[src/rtl/mux_arb_pkg.sv]
// Shared types and constants for the four-way round-robin mux arbiter.
package mux_arb_pkg;

   localparam int unsigned NUM_REQ      = 4;
   localparam int unsigned IDX_W        = 2;
   localparam int unsigned DATA_W       = 2;
   localparam int unsigned CNT_W        = 4;
   localparam int unsigned MAX_HOLD_DEF = 4;

   typedef enum logic {
      IDLE  = 1'b0,
      GRANT = 1'b1
   } arbState_t;

   typedef struct packed {
      logic             found;
      logic [IDX_W-1:0] idx;
   } pick_t;

   // First asserted requester in the order ptr, ptr+1, ptr+2, ptr+3 (mod 4).
   function automatic pick_t pickNext(input logic [NUM_REQ-1:0] reqVec,
                                      input logic [IDX_W-1:0]   ptrVal);
      pick_t            p;
      logic [IDX_W-1:0] cand;
      p.found = 1'b0;
      p.idx   = ptrVal;
      // Walk from lowest to highest priority so the last hit wins.
      for (int i = 3; i >= 0; i--) begin
         cand = ptrVal + IDX_W'(i);
         if (reqVec[cand]) begin
            p.found = 1'b1;
            p.idx   = cand;
         end
      end
      return p;
   endfunction

endpackage

[src/rtl/mux4_1.sv]
// Two-bit, four-input mux with active-low enable; output forced to zero when disabled.
module mux4_1
   import mux_arb_pkg::*;
(
   input  logic [IDX_W-1:0]  sel,
   input  logic              nEn,
   input  logic [DATA_W-1:0] a,
   input  logic [DATA_W-1:0] b,
   input  logic [DATA_W-1:0] c,
   input  logic [DATA_W-1:0] d,
   output logic [DATA_W-1:0] y
);

   always_comb begin
      y = '0;
      if (!nEn) begin
         case (sel)
            2'd0:    y = a;
            2'd1:    y = b;
            2'd2:    y = c;
            default: y = d;
         endcase
      end
   end

endmodule

[src/rtl/mux4_rr_arbiter.sv]
// Round-robin arbiter owning a shared four-input mux, with a per-owner hold limit
// and same-edge re-arbitration on release.
module mux4_rr_arbiter
   import mux_arb_pkg::*;
#(
   parameter int unsigned MAX_HOLD = MAX_HOLD_DEF
) (
   input  logic                clk,
   input  logic                rst,
   input  logic [NUM_REQ-1:0]  req,
   input  logic [DATA_W-1:0]   a,
   input  logic [DATA_W-1:0]   b,
   input  logic [DATA_W-1:0]   c,
   input  logic [DATA_W-1:0]   d,
   output logic [NUM_REQ-1:0]  gnt,
   output logic [IDX_W-1:0]    sel,
   output logic                n_en,
   output logic [DATA_W-1:0]   y,
   output logic                busy
);

   arbState_t          state, stateNext;
   logic [IDX_W-1:0]   ptr, ptrNext;
   logic [CNT_W-1:0]   cnt, cntNext;
   logic [NUM_REQ-1:0] gntNext;
   logic [IDX_W-1:0]   selNext;
   logic               nEnNext;
   logic               relNow;
   logic [IDX_W-1:0]   ptrAfterRel;
   pick_t              pickIdle, pickRel;

   // Priority picks: current pointer order, and the order after the owner releases.
   assign ptrAfterRel = sel + IDX_W'(1);
   assign pickIdle    = pickNext(req, ptr);
   assign pickRel     = pickNext(req, ptrAfterRel);

   always_ff @(posedge clk or posedge rst) begin
      if (rst) begin
         state <= IDLE;
         gnt   <= '0;
         sel   <= '0;
         n_en  <= 1'b1;
         ptr   <= '0;
         cnt   <= '0;
      end else begin
         state <= stateNext;
         gnt   <= gntNext;
         sel   <= selNext;
         n_en  <= nEnNext;
         ptr   <= ptrNext;
         cnt   <= cntNext;
      end
   end

   always_comb begin
      stateNext = state;
      gntNext   = gnt;
      selNext   = sel;
      nEnNext   = n_en;
      ptrNext   = ptr;
      cntNext   = cnt;
      relNow    = 1'b0;

      case (state)
         IDLE: begin
            if (pickIdle.found) begin
               stateNext = GRANT;
               gntNext   = NUM_REQ'(1) << pickIdle.idx;
               selNext   = pickIdle.idx;
               nEnNext   = 1'b0;
               cntNext   = '0;
            end else begin
               gntNext = '0;
               nEnNext = 1'b1;
            end
         end

         GRANT: begin
            relNow = !req[sel] || (cnt == CNT_W'(MAX_HOLD - 1));
            if (relNow) begin
               // Owner drops to lowest priority; hand over on the same edge.
               ptrNext = ptrAfterRel;
               cntNext = '0;
               if (pickRel.found) begin
                  gntNext = NUM_REQ'(1) << pickRel.idx;
                  selNext = pickRel.idx;
                  nEnNext = 1'b0;
               end else begin
                  stateNext = IDLE;
                  gntNext   = '0;
                  nEnNext   = 1'b1;
               end
            end else begin
               cntNext = cnt + CNT_W'(1);
            end
         end

         default: begin
            stateNext = IDLE;
            gntNext   = '0;
            nEnNext   = 1'b1;
         end
      endcase
   end

   assign busy = (state == GRANT);

   mux4_1 uMux (
      .sel (sel),
      .nEn (n_en),
      .a   (a),
      .b   (b),
      .c   (c),
      .d   (d),
      .y   (y)
   );

endmodule

[config.mk]
export PLATFORM = sky130hd
export DESIGN_NAME = mux4_rr_arbiter
export DESIGN_NICKNAME = d
export VERILOG_FILES = /design/src/rtl/mux_arb_pkg.sv /design/src/rtl/mux4_1.sv /design/src/rtl/mux4_rr_arbiter.sv
export SDC_FILE = /design/constraint.sdc
export NUM_CORES = 1
export LEC_CHECK = 0
export CAP_MARGIN = 15
export CORE_UTILIZATION = 48
export CTS_BUF_LIST = sky130_fd_sc_hd__clkbuf_16
export CTS_CLUSTER_DIAMETER = 200
export CTS_CLUSTER_SIZE = 28
export DETAILED_ROUTE_END_ITERATION = 16
export HOLD_SLACK_MARGIN = 0.05
export PLACE_DENSITY = 0.82
export SYNTH_ARGS = -nofsm -noshare
export SYNTH_HDL_FRONTEND = slang
export SYNTH_HIERARCHICAL = 1
export SYNTH_SLANG_ARGS = --single-unit
[constraint.sdc]
create_clock -name clk -period 2 [get_ports clk]
set_input_delay 0.4 -clock clk [delete_from_list [all_inputs] [get_ports clk]]
set_output_delay 0.4 -clock clk [all_outputs]
set_load 0.03 [all_outputs]
==> results.txt <==
Entering global routing, the biggest net connects 15 pins. The worst-case IR drop observed on VDD is 0.00116 V. The total of buffers placed on input and output ports is 23. The cell area after synthesis came out at 970 µm².

After global routing, the most crowded layer is met2. Setup repair after global routing left no endpoint under its margin. The synthesized area per cell is about 9.8 µm².

Dividing the detail-routed wire length by the instance count gives 13.5 µm. The design area came out at 1400 µm². The post-place instance area came out at 1310 µm². The total clock buffers created by CTS is 3.

The global routing usage on met3 is 0.0577. The clock latency on the worst-skew pair came out at 0.24 ns. STA classifies the critical path startpoint as an input pin. The run finished with clean final reports. The static power due to leakage came out at 0.000650 µW. The min-delay analysis places its worst path in the category in2async. The total DRC errors in the routed layout is 0.

The cell at the root of the clock tree is sky130_fd_sc_hd__clkbuf_16. The setup-violating endpoint count in the final report came out at 0. The number of instances in the synthesized netlist is between 90 and 100. The number of hold violations in the final report is 0. The first TritonRoute pass finished after 4 iterations. The number of levels in the clock H-tree is 1. The vertical die dimension is 46.9 µm. The diode insertion count for antenna repair is 0. The number of max-cap violations is 0.

The setup slack at placement came out at -0.400 ns. The worst setup path is of the in2out kind. The normalized max-slew margin is 0.652. In this run the power density over the cells is 1400 nW/µm². The worst path needs roughly 1.9 ns of the cycle, external delays included. The count of routing violations after the opening detailed-route iteration came out at 18.

The number of global-route vias before repair came out at ~850. The most used flip-flop cell after synthesis is sky130_fd_sc_hd__dfrtp_1. The synthesized design contains 0 enable-type register cells. The half-perimeter wire length after detailed placement came out at 1700 µm. The number of hold buffers added after cts came out at 0. After clock tree synthesis, the clock-pin slew on the worst setup and hold paths is about 0.04 ns. The share of cells above drive strength 1 came out at 0.304. The number of ports placed on the die boundary came out at 24.

Of the available clock period, the critical path in the final layout requires 0.975. The Yosys step of the flow raised 6 warnings. The unique cell type count in the Yosys netlist came out at 39. Clock skew on the completed layout was measured at between 0.002 and 0.003 ns. TritonCTS built the clock tree. The number of buffers on the longest clock path is 2. The effective utilization at floorplan came out at 0.538. The number of nets in the layout came out at roughly 150. The smallest setup slack after layout came out at around 0.05 ns. The total via count in the routed design is 898. The worst setup path is captured at an output pin. The buffer count from post-CTS setup fixing is 0. Data on the critical path is required at its endpoint by 1.60 ns.

The first global-routing pass estimated 3420 µm of wire. The area of the core is ~1800 µm². For this run, the register share of the synthesized area comes to 0.363. The highest attainable clock frequency is 513 MHz. The initial antenna violation count came out at 0. The number of cells on the worst reg-to-reg path is 5.

The overall routing resource usage is 0.225. The number of sinks on the clock net came out at 14. The count of standard-cell rows is 15.

The met2 layer usage reported by global route came out at 0.397. The worst-path maximum fanout is 1. The global placement routability congestion is 0.847.

The synthesis-stage register bit count came out at 14. The total die area is between 2000 and 2500 µm². The number of nets handed over by synthesis was about 110. The share of flip-flops with an asynchronous set or reset after synthesis is 1.00. At the pin with the least slew margin, the transition time is between 0.5 and 0.6 ns. Measured along the x axis, the die boundary spans roughly 47 µm. The remaining global-route overflow is 0. The data arrival time of the critical path is between 1.5 and 2 ns.

The count of pins over their slew limit is 0. Using the TritonRoute via totals, the vias-per-cell ratio works out to around 5.5. The met1 usage is 0.251. Relative to the synthesized area, the layout overhead comes to 44.8%. The remaining number of nets flagged by the antenna check after routing is 0. The total length of routed wires came out at about 2200 µm.
cells by family (layout without fill, tap and decap cells):
| family | count (synthesis) | after routing | synth area share |
|---|---|---|---|
| AO/OA/AOI/OAI | 25 | 25 | 0.188 |
| XOR/XNOR | 1 | 1 | 0.00903 |
| adder cells (fa/ha/maj) | 1 | 1 | 0.0129 |
| buffers and inverters | 13 | 52 | 0.0839 |
| flip-flops | 14 | 14 | 0.363 |
| multiplexers | 6 | 6 | 0.103 |
| AND/OR/NAND/NOR | 39 | 39 | 0.240 |
stage by stage:
stage               TNS, ns  std cells  total power [µW]  utilization  hold WS, ns
finish                    0        163              1960        0.779        0.496
detailed placement    -1.99        159              1570        0.728        0.479
CTS                       0        163              1930        0.766        0.486
global placement      -1.69        159              1530        0.728        0.468
global route              0        163              2090        0.779        0.512
floorplan                 0         99              1180            -        0.289
flip-flops by register name (all words and copies together) (netlist names):
| signal | cells |
|---|---|
| gnt | 4 |
| sel | 2 |
| cnt | 4 |
| n_en | 1 |
| busy | 1 |
| ptr | 2 |
cell usage after synthesis (3+ instances only):
master / n / area (µm²)
sky130_fd_sc_hd__mux4_2: 3 / 67.6
sky130_fd_sc_hd__nand2_1: 8 / 30.0
sky130_fd_sc_hd__dfrtp_1: 13 / 325
sky130_fd_sc_hd__nor2b_1: 5 / 31.3
sky130_fd_sc_hd__nor2_1: 10 / 37.5
sky130_fd_sc_hd__a21oi_1: 6 / 30.0
sky130_fd_sc_hd__o221ai_1: 4 / 35.0
sky130_fd_sc_hd__buf_6: 4 / 45.0
sky130_fd_sc_hd__nor3_1: 4 / 20.0
sky130_fd_sc_hd__o21ai_0: 3 / 15.0
sky130_fd_sc_hd__inv_1: 6 / 22.5
layout by cell type, fill, tap and decap left out, types with 4 or more instances in the layout:
cell / n
sky130_fd_sc_hd__buf_4: 19
sky130_fd_sc_hd__inv_1: 6
sky130_fd_sc_hd__nor2_1: 10
sky130_fd_sc_hd__a21oi_1: 6
sky130_fd_sc_hd__o221ai_1: 4
sky130_fd_sc_hd__nand2_1: 8
sky130_fd_sc_hd__nor2b_1: 4
sky130_fd_sc_hd__nor3_1: 4
sky130_fd_sc_hd__dfrtp_1: 13
sky130_fd_sc_hd__clkdlybuf4s50_1: 18
where the power goes:
part	leakage, µW	internal [µW]	total, µW	switching [µW]
combinational	0.000442	558	1120	562
clock	0.0000385	263	365	102
sequential	0.000170	383	474	90.8
worst paths after layout:
check,startpoint,to,slack (ns)
max,d[1],y[1],0.05
min,rst,cnt[0],0.50
max reg2reg,cnt[0],cnt[3],0.19
min reg2reg,n_en,n_en,0.50
max in group asynchronous,rst,n_en,1.14
min in group clk,n_en,n_en,0.50
critical path: stages:
cell and delay, ns:
sky130_fd_sc_hd__clkdlybuf4s50_1 0.39, sky130_fd_sc_hd__mux4_2 0.46, sky130_fd_sc_hd__nor2b_1 0.14, sky130_fd_sc_hd__buf_4 0.16
final cells by class:
| cell class | count | area [µm²] |
|---|---|---|
| clock buffers | 3 | 75.1 |
| clock inverters | 1 | 3.75 |
| fillers | 116 | 398 |
| inverters | 7 | 26.3 |
| multi-input cells | 72 | 544 |
| flip-flops and latches | 14 | 352 |
| well taps | 25 | 31.3 |
| repair buffers | 41 | 372 |
per-layer routing:
| layer | up-vias | share of wire |
|---|---|---|
| li1 | 437 | - |
| met1 | 414 | 0.42 |
| met2 | 39 | 0.49 |
| met4 | 0 | 0.032 |
| met3 | 8 | 0.065 |
| met5 | - | 0 |
what timing repair did:
action | CTS | global route
gates resized for setup | 10 | 11
pin swaps | 0 | 1
setup endpoints to repair | 2 | 7
cloned | 0 | 0
Note: power is estimated with default switching activity, not from simulation.
